**src/rtl/core_ahb_pkg.sv**
```systemverilog
// Shared AHB-Lite encodings for the core load/store bridge.
package core_ahb_pkg;

  typedef enum logic [1:0] {
    HTRANS_IDLE   = 2'b00,
    HTRANS_NONSEQ = 2'b10
  } htrans_e;

  typedef enum logic [2:0] {
    HSIZE_BYTE  = 3'd0,
    HSIZE_HALF  = 3'd1,
    HSIZE_WORD  = 3'd2,
    HSIZE_DWORD = 3'd3
  } hsize_e;

  typedef enum logic [2:0] {
    HBURST_SINGLE = 3'b000
  } hburst_e;

endpackage

```
**src/rtl/core_ahb_size_dec.sv**
```systemverilog
// Byte-enable to AHB size / low-address decoder for 32- or 64-bit data paths.
module core_ahb_size_dec #(
  parameter int BW_HDATA = 32
) (
  input  logic [BW_HDATA/8-1:0]         be,
  output logic [2:0]                    hsize,
  output logic [$clog2(BW_HDATA/8)-1:0] offset
);
  import core_ahb_pkg::*;

  localparam int NB   = BW_HDATA / 8;
  localparam int OFFW = $clog2(NB);

  logic [NB-1:0] be_eff;

  // Offset is always the lowest set lane; aligned groups start at that lane too.
  always_comb begin
    be_eff = (be == '0) ? '1 : be;
    hsize  = HSIZE_BYTE;
    offset = '0;
    for (int unsigned i = NB; i > 0; i--) begin
      if (be_eff[i-1]) offset = OFFW'(i - 1);
    end
    for (int unsigned k = 0; k < NB / 2; k++) begin
      if (be_eff == (NB'(2'b11) << (2 * k))) hsize = HSIZE_HALF;
    end
    for (int unsigned k = 0; k < NB / 4; k++) begin
      if (be_eff == (NB'(4'hF) << (4 * k))) hsize = HSIZE_WORD;
    end
    if (be_eff == '1) begin
      hsize  = (NB == 8) ? HSIZE_DWORD : HSIZE_WORD;
      offset = '0;
    end
  end

endmodule

```
**src/rtl/core_ahb_master.sv**
```systemverilog
// Pipelined core req/gnt/rvalid to AHB-Lite master bridge (AP/DP slots).
// Optional slave ERROR reporting: define CORE_AHB_MASTER_ERR_EN.
module core_ahb_master #(
  parameter int         BW_HADDR  = 32,
  parameter int         BW_HDATA  = 32,
  parameter logic [3:0] HPROT_VAL = 4'b0011
) (
  input  logic                  clk,
  input  logic                  rst_n,
  input  logic                  data_req,
  output logic                  data_gnt,
  input  logic                  data_we,
  input  logic [BW_HDATA/8-1:0] data_be,
  input  logic [BW_HADDR-1:0]   data_addr,
  input  logic [BW_HDATA-1:0]   data_wdata,
  output logic                  data_rvalid,
  output logic [BW_HDATA-1:0]   data_rdata,
  output logic                  data_err,
  output logic [1:0]            ahb_htrans,
  output logic                  ahb_hsel,
  output logic                  ahb_hready,
  output logic                  ahb_hwrite,
  output logic [BW_HADDR-1:0]   ahb_haddr,
  output logic [2:0]            ahb_hsize,
  output logic [2:0]            ahb_hburst,
  output logic [3:0]            ahb_hprot,
  output logic                  ahb_hmastlock,
  output logic [BW_HDATA-1:0]   ahb_hwdata,
  input  logic                  ahb_hreadyout,
  input  logic                  ahb_hresp,
  input  logic [BW_HDATA-1:0]   ahb_hrdata
);
  import core_ahb_pkg::*;

  localparam int NB   = BW_HDATA / 8;
  localparam int OFFW = $clog2(NB);

  logic                ap_vld, ap_we;
  logic [BW_HADDR-1:0] ap_addr;
  logic [2:0]          ap_size;
  logic [BW_HDATA-1:0] ap_wdata;
  logic                dp_vld;
  logic [BW_HDATA-1:0] dp_wdata;

  logic                cancel, accept, advance;
  logic [2:0]          dec_size;
  logic [OFFW-1:0]     dec_off;
  logic [BW_HADDR-1:0] req_addr;

  core_ahb_size_dec #(.BW_HDATA(BW_HDATA)) u_size_dec (
    .be     (data_be),
    .hsize  (dec_size),
    .offset (dec_off)
  );

  assign req_addr = (data_addr & ~BW_HADDR'(NB - 1)) | BW_HADDR'(dec_off);

`ifdef CORE_AHB_MASTER_ERR_EN
  // One-cycle cancel after the first ERROR cycle drops the pending AP to IDLE.
  always_ff @(posedge clk or negedge rst_n) begin
    if (!rst_n) cancel <= 1'b0;
    else        cancel <= dp_vld & ~ahb_hreadyout & ahb_hresp & ~cancel;
  end
  assign data_err = data_rvalid & ahb_hresp;
`else
  assign cancel   = 1'b0;
  // cancel is tied low, so this is constant 0.
  assign data_err = cancel & ahb_hresp;
`endif

  assign data_gnt = ~ap_vld | (ahb_hreadyout & ~cancel);
  assign accept   = data_req & data_gnt;
  assign advance  = ahb_hreadyout & ~cancel;

  always_ff @(posedge clk or negedge rst_n) begin
    if (!rst_n) begin
      ap_vld   <= 1'b0;
      ap_we    <= 1'b0;
      ap_addr  <= '0;
      ap_size  <= '0;
      ap_wdata <= '0;
      dp_vld   <= 1'b0;
      dp_wdata <= '0;
    end else begin
      // The cancelled cycle retires DP (the errored transfer) but keeps AP.
      if (advance) begin
        dp_vld   <= ap_vld;
        dp_wdata <= ap_wdata;
      end else if (cancel && ahb_hreadyout) begin
        dp_vld   <= 1'b0;
      end
      if (accept) begin
        ap_vld   <= 1'b1;
        ap_we    <= data_we;
        ap_addr  <= req_addr;
        ap_size  <= dec_size;
        ap_wdata <= data_wdata;
      end else if (advance) begin
        ap_vld   <= 1'b0;
      end
    end
  end

  assign ahb_htrans    = (ap_vld & ~cancel) ? HTRANS_NONSEQ : HTRANS_IDLE;
  assign ahb_hsel      = ahb_htrans[1];
  assign ahb_hready    = ahb_hreadyout;
  assign ahb_hwrite    = ap_we;
  assign ahb_haddr     = ap_addr;
  assign ahb_hsize     = ap_size;
  assign ahb_hburst    = HBURST_SINGLE;
  assign ahb_hprot     = HPROT_VAL;
  assign ahb_hmastlock = 1'b0;
  assign ahb_hwdata    = dp_wdata;
  assign data_rvalid   = dp_vld & ahb_hreadyout;
  assign data_rdata    = ahb_hrdata;

endmodule

```
**config.mk**
```make
export PLATFORM = sky130hd
export DESIGN_NAME = core_ahb_master
export DESIGN_NICKNAME = d
export VERILOG_FILES = /design/src/rtl/core_ahb_pkg.sv /design/src/rtl/core_ahb_size_dec.sv /design/src/rtl/core_ahb_master.sv
export SDC_FILE = /design/constraint.sdc
export NUM_CORES = 1
export LEC_CHECK = 0
export CELL_PAD_IN_SITES_DETAIL_PLACEMENT = 0
export CELL_PAD_IN_SITES_GLOBAL_PLACEMENT = 2
export CORE_MARGIN = 10
export CORE_UTILIZATION = 27
export DETAILED_ROUTE_END_ITERATION = 10
export GPL_ROUTABILITY_DRIVEN = 0
export PLACE_DENSITY = 0.87
export SLEW_MARGIN = 20
export SYNTH_ARGS = -nofsm -noshare
export SYNTH_HDL_FRONTEND = slang
export SYNTH_HIERARCHICAL = 1
export SYNTH_SLANG_ARGS = --single-unit
export TNS_END_PERCENT = 20
```
**constraint.sdc**
```tcl
create_clock -name clk -period 4 [get_ports clk]
set_clock_uncertainty 0.1 [all_clocks]
set_input_delay 1.2 -clock clk [delete_from_list [all_inputs] [get_ports clk]]
set_output_delay 1.2 -clock clk [all_outputs]
set_load 0.1 [all_outputs]
```
==> summary.txt, run 1 <==
Floorplan
  • # IOs: 221
  • Die area: 21,300 um^2
  • Total core area: 15,700 um^2
  • Starting Density: 27.3%
  • Die height: 146 um
  • # rows: 46
  • Die Span X: 146 um

Clock tree
  • Clk sinks: 102
  • CTS buffer count: 9
  • Htree depth: 3
  • Post-CTS setup repair buffer count: 0
  • Hold_buf cts: 0
  • TritonCTS clock tree: done
  • Clk buf depth: 2
  • CTS clk-pin slew, worst paths: 70 ps
  • Clock Latency Late Sink: 340 ps
  • Post-CTS sizing: 0
  • Clock root cell: clkbuf_16

Setup path
  • Required @ worst endpoint: 2700 ps
  • Crit Path Category: input port to output port
  • Worst path arrival time: 1740 ps
  • Crit. End Element: output port
  • CP Max Fanout: 5
  • Worst Setup Start Kind: input port

Routing
  • Routed WL per cell: 16.8 um
  • 1st-iter DRT viols: 55
  • Total iterations of the first detailed-routing run: 3
  • Antenna-violating nets left: 0
  • Routed via count: 2,476
  • Drt total wl: 10,200 um
  • Vias/cell: 4.08
  • DRC Markers: 0

STA
  • Final setup viols: 0
  • Fin crit share: 76.0%
  • Post-layout min period: 3040 ps
  • RSZ-0062 raised after global routing: no
  • Tightest Pin Transition: 603 ps
  • Count of pins over their slew limit: 0
  • Final hold vios: 0
  • Max_slew headroom: 59.8%
  • Final WS setup: 959 ps
  • Peak Freq: 0.329 GHz
  • Final TNS setup: 0 ps

Synthesis
  • Seq cells post-synth: 102
  • Post-synth cell types: 17
  • Synthesized area: 4290 um^2
  • Post-synth top area share: 59.4%
  • Sequential area share after synthesis: 59.4%
  • Yosys Warn Count: 6
  • Area leader, netlist: dfrtp_1
  • Largest family of logic cells by synthesized area: multiplexers
  • Mapped Cells: 276
  • Adder-cell share of the synthesized area: 0%
  • Synth top area cells: dfrtp_1, mux2_2, buf_4
  • Post-Synth XOR/XNOR Area: 0%
  • Post-synthesis average cell area: 15.6 um^2
  • Post-synthesis simple-gate area fraction: 1.63%
  • Synth Area in Compound Gates: 0.699%
  • Multiplexer area fraction after synthesis: 28.2%

Final layout
  • Non-Filler Instances: 607
  • # diodes: 0
  • FF+latch area: 2550 um^2
  • Fillcell total: 1,524
  • Area of the multi-input gates: 1360 um^2
  • Area Overhead vs Synth: 35.5%
  • Nets@finish: 492
  • Finished Core Util: 37.0%
  • Layout cell share with drive strength beyond 1: 51.4%

Place
  • DP Wirelength: 7620 um
  • Setup WS pre-CTS: 939 ps
  • Port Buffers: 143
  • Inst Count DP: 591

Global routing
  • First-pass GRT wire length: 16,500 um
  • Total congestion overflow: 0
  • Antenna violations before repair: 0
  • Gr usage total: 9.79%
  • Vias in the first global route: 2,831
  • Largest net degree at the start of global routing: 59

Min path
  • Worst Hold Class: flop to flop

Power and ir drop
  • Worst VDD drop: 0.290 mV
  • Lkg Pwr: 0.00260 uW
  • Pwr/cell area: 628 nW/um^2

Run
  • Max_cap viols: 0

Outcome
  • Status: finished clean
## cells in the final DEF, fill, tap and decap left out, types with 2 or more instances in the layout
| master | count |
|---|---|
| clkdlybuf4s50_1 | 68 |
| nand2_1 | 2 |
| dfrtp_1 | 102 |
| clkinvlp_4 | 2 |
| o22ai_2 | 2 |
| buf_12 | 5 |
| nand2b_1 | 2 |
| mux2_2 | 81 |
| clkbuf_16 | 9 |
| buf_4 | 73 |
| or2_4 | 2 |
| conb_1 | 11 |
| mux2_4 | 20 |
## worst paths after layout
check | startpoint | to | slack (ps) | depth (start not counted)
setup / recovery | ahb_hreadyout | data_rvalid | 960 | 3
hold / removal | ap_wdata[15]$_DFFE_PN0P_ | ahb_hwdata[15]$_DFFE_PN0P_ | 400 | 1
setup reg to reg | ap_vld$_DFFE_PN0P_ | ap_wdata[5]$_DFFE_PN0P_ | 2080 | 4
hold reg to reg | ap_wdata[15]$_DFFE_PN0P_ | ahb_hwdata[15]$_DFFE_PN0P_ | 400 | 1
max in group asynchronous | rst_n | ahb_hsize[0]$_DFFE_PN0P_ | 2280 | 2
min in group asynchronous | rst_n | ap_wdata[13]$_DFFE_PN0P_ | 750 | 1
## cells by family after synthesis
group | Yosys count
compound gates | 3
simple gates | 10
other cells | 3
flops | 102
mux | 101
buf+inv | 57
## worst max-delay path, stage by stage
cell,delay (ps)
buf_2,160
and2_1,190
buf_12,180
## routing by layer
metal	track usage [%]	wire (um)
met5	0	0
met4	5.21	279
met3	4.79	968
met2	14.4	4730
met1	11.5	4200
## area by class of cell
| type | instances | share of cell area (%) |
|---|---|---|
| inverter | 1 | 0.0645 |
| clock inverter | 5 | 1.01 |
| timing repair buffer | 147 | 22.9 |
| multi-input combinational | 125 | 23.3 |
| sequential | 102 | 43.9 |
| clock buffer | 11 | 4.17 |
| tap | 216 | 4.64 |
## cell usage after synthesis
cell type and n:
nor2b_1 1, buf_4 46, nand2b_4 1, or2_4 2, nand2_1 2, conb_1 3
and2_1 1, nand2b_1 2, inv_1 1, buf_6 3, buf_2 7, a21oi_1 1
dfrtp_1 102, mux2_4 20, mux2_2 81, o22ai_2 2, nand2_2 1
## flip-flops by register name, indices dropped and copies added, names as in the netlist
| name | flops |
|---|---|
| ahb_haddr | 32 |
| ap_wdata | 32 |
| ahb_hwrite | 1 |
| ahb_hwdata | 32 |
| ap_vld | 1 |
| dp_vld | 1 |
| ahb_hsize | 3 |
## stage by stage
step / total power [uW] / hold slack [ps] / cell area (um^2)
floorplan: 2590 / 373 / 4320
global placement: 2790 / 382 / 5520
detailed placement: 2810 / 385 / 5520
CTS: 3720 / 403 / 5820
global route: 3810 / 418 / 5820
finish: 3650 / 400 / 5820
## power by group
group	total (uW)	internal, uW	switching [uW]
registers	1280	1200	85.0
logic	1490	380	1110
clock network	881	502	379
Power figures use the tool's default switching activity.
==> run 2: changes to the inputs <==
--- a/config.mk
+++ b/config.mk
@@ -8,10 +8,10 @@
 export CELL_PAD_IN_SITES_DETAIL_PLACEMENT = 0
 export CELL_PAD_IN_SITES_GLOBAL_PLACEMENT = 2
 export CORE_MARGIN = 10
-export CORE_UTILIZATION = 27
+export CORE_UTILIZATION = 25
 export DETAILED_ROUTE_END_ITERATION = 10
 export GPL_ROUTABILITY_DRIVEN = 0
-export PLACE_DENSITY = 0.87
+export PLACE_DENSITY = 0.82
 export SLEW_MARGIN = 20
 export SYNTH_ARGS = -nofsm -noshare
 export SYNTH_HDL_FRONTEND = slang
==> constraint.sdc (replaced) <==
create_clock -name clk -period 2.9 [get_ports clk]
set_clock_uncertainty 0.1 [all_clocks]
set_input_delay 0.87 -clock clk [delete_from_list [all_inputs] [get_ports clk]]
set_output_delay 0.87 -clock clk [all_outputs]
set_load 0.1 [all_outputs]
==> summary.txt, run 2 (same netlist as run 1, synthesis figures left out) <==
Routing
  • DRC Markers: 0 (unchanged)
  • Routed WL per cell: 16.6 um (was 16.8 um)
  • Total iterations of the first detailed-routing run: 5 (was 3)
  • 1st-iter DRT viols: 29 (was 55)
  • Antenna-violating nets left: 0 (unchanged)
  • Vias/cell: 4.05 (was 4.08)
  • Drt total wl: 10,100 um (was 10,200 um)
  • Routed via count: 2,476 (unchanged)

Final layout
  • Layout cell share with drive strength beyond 1: 51.9% (was 51.4%)
  • Most frequent cells in the layout: dfrtp_1, mux2_2, buf_4, clkdlybuf4s50_1, mux2_4 (unchanged)
  • Fillcell total: 1,649 (was 1,524)
  • Area Overhead vs Synth: 36.4% (was 35.5%)
  • Most common cell after layout, fill and taps aside: dfrtp_1 (unchanged)
  • Non-Filler Instances: 611 (was 607)
  • Nets@finish: 493 (was 492)
  • # diodes: 0 (unchanged)

STA
  • Post-layout min period: 2430 ps
  • RSZ-0062 raised after global routing: no (unchanged)
  • Peak Freq: 0.412 GHz
  • Final TNS setup: 0 ps (unchanged)
  • Tightest Pin Transition: 523 ps (was 603 ps)
  • Final WS setup: 473 ps (was 959 ps)
  • Max_slew headroom: 65.1% (was 59.8%)
  • Final hold slack: 255 ps (was 400 ps)
  • Final setup viols: 0 (unchanged)
  • Fin crit share: 83.7%
  • Final hold vios: 0 (unchanged)
  • Count of pins over their slew limit: 0 (unchanged)

Setup path
  • Crit. End Element: output port (unchanged)
  • Worst path arrival time: 1460 ps (was 1740 ps)
  • Worst reg2reg startpoint: ap_vld$_DFFE_PN0P_ (unchanged)
  • Worst R2R End: ap_wdata[16]$_DFFE_PN0P_ (was ap_wdata[5]$_DFFE_PN0P_)
  • Reg2Reg Setup Slack: 1390 ps (was 2080 ps)
  • CP Max Fanout: 6 (was 5)
  • Required @ worst endpoint: 1930 ps (was 2700 ps)
  • Worst r2r path cells: 4 (unchanged)
  • Crit Path Category: input port to output port (unchanged)
  • Worst Setup Start Kind: input port (unchanged)

Clock tree
  • Clock root cell: clkbuf_16 (unchanged)
  • Post-CTS setup repair buffer count: 0 (unchanged)
  • Post-CTS sizing: 0 (unchanged)
  • Clock Latency Late Sink: 340 ps (about the same)
  • Htree depth: 3 (unchanged)
  • CTS buffer count: 9 (unchanged)
  • Hold_buf cts: 0 (unchanged)
  • Clk buf depth: 2 (unchanged)
  • Clk sinks: 102 (unchanged)
  • TritonCTS clock tree: done (unchanged)
  • CTS clk-pin slew, worst paths: 70 ps (about the same)

Power and ir drop
  • Lkg Pwr: 0.00261 uW (was 0.00260 uW)
  • Final total power: 5100 uW (was 3650 uW)
  • Pwr/cell area: 870 nW/um^2 (was 628 nW/um^2)
  • Worst VDD drop: 0.363 mV (was 0.290 mV)

Floorplan
  • Total core area: 16,700 um^2 (was 15,700 um^2)
  • Die area: 22,800 um^2 (was 21,300 um^2)
  • # rows: 47 (was 46)
  • Starting Density: 25.7% (was 27.3%)
  • Die height: 151 um (was 146 um)
  • # IOs: 221 (unchanged)
  • Die Span X: 151 um (was 146 um)

Run
  • Max_cap viols: 0 (unchanged)

Min path
  • Worst Hold Class: input port to async pin (was flop to flop)

Global routing
  • Vias in the first global route: 2,780 (was 2,831)
  • Total congestion overflow: 0 (unchanged)
  • First-pass GRT wire length: 15,500 um (was 16,500 um)
  • Antenna violations before repair: 0 (unchanged)
  • Gr usage total: 8.82% (was 9.79%)
  • Largest net degree at the start of global routing: 53 (was 59)

Outcome
  • Status: finished clean (unchanged)

Place
  • DP Wirelength: 7620 um (about the same)
  • Inst Count DP: 596 (was 591)
  • Port Buffers: 143 (unchanged)
  • Setup WS pre-CTS: 455 ps (was 939 ps)
-- run 2: cell count changes in the layout (fill, tap and decap cells not counted), sizes merged --
cell | before | now
clkbuf | 11 | 9
bufinv | 1 | 2
clkinvlp | 2 | 3
buf | 79 | 80
clkinv | 2 | 1
-- run 2: how the worst max path moves through the flow --
stage	start	endpoint	slack, ps
2_1_floorplan	ahb_hreadyout	data_rvalid	240
3_3_place_gp	ahb_hreadyout	data_rvalid	460
3_5_place_dp	ahb_hreadyout	data_gnt	460
4_1_cts	ahb_hreadyout	data_gnt	460
5_1_grt	ahb_hreadyout	data_rvalid	440
6_report	ahb_hreadyout	data_gnt	470
-- run 2: routing by layer --
layer	vias up	share of wire (%)	track usage (%)
met1	1229	40	10.1
met4	0	2.0	4.57
met5	-	0	0
met2	124	46	13.5
li1	1098	-	-
met3	25	12	4.12
-- run 2: final cells by class --
cell class                      count  area (um^2)  area share [%]
Clock buffer                        9          225            3.84
Tap cell                          220          275            4.70
Multi-Input combinational cell    125         1360            23.2
Sequential cell                   102         2550            43.6
Inverter                            1         3.75          0.0641
Timing Repair Buffer              148         1350            23.1
Clock inverter                      6         87.6            1.50
-- run 2: worst max-delay path, cell delays in order --
cell and delay (ps):
buf_2 200, nand2b_4 200, buf_12 180
-- run 2: report_power, final --
group | switching, uW | internal [uW] | leakage [uW]
combinational | 1530 | 528 | 0.00127
sequential | 118 | 1650 | 0.00120
clock | 519 | 749 | 0.000144
total | 2170 | 2930 | 0.00261
-- run 2: through the flow --
| stage | util (%) | instance area [um^2] |
|---|---|---|
| finish | 35.1 | 5860 |
| global route | 35.1 | 5860 |
| CTS | 35.1 | 5860 |
| detailed placement | 33.2 | 5550 |
| global placement | 33.2 | 5550 |
| floorplan | - | 4330 |
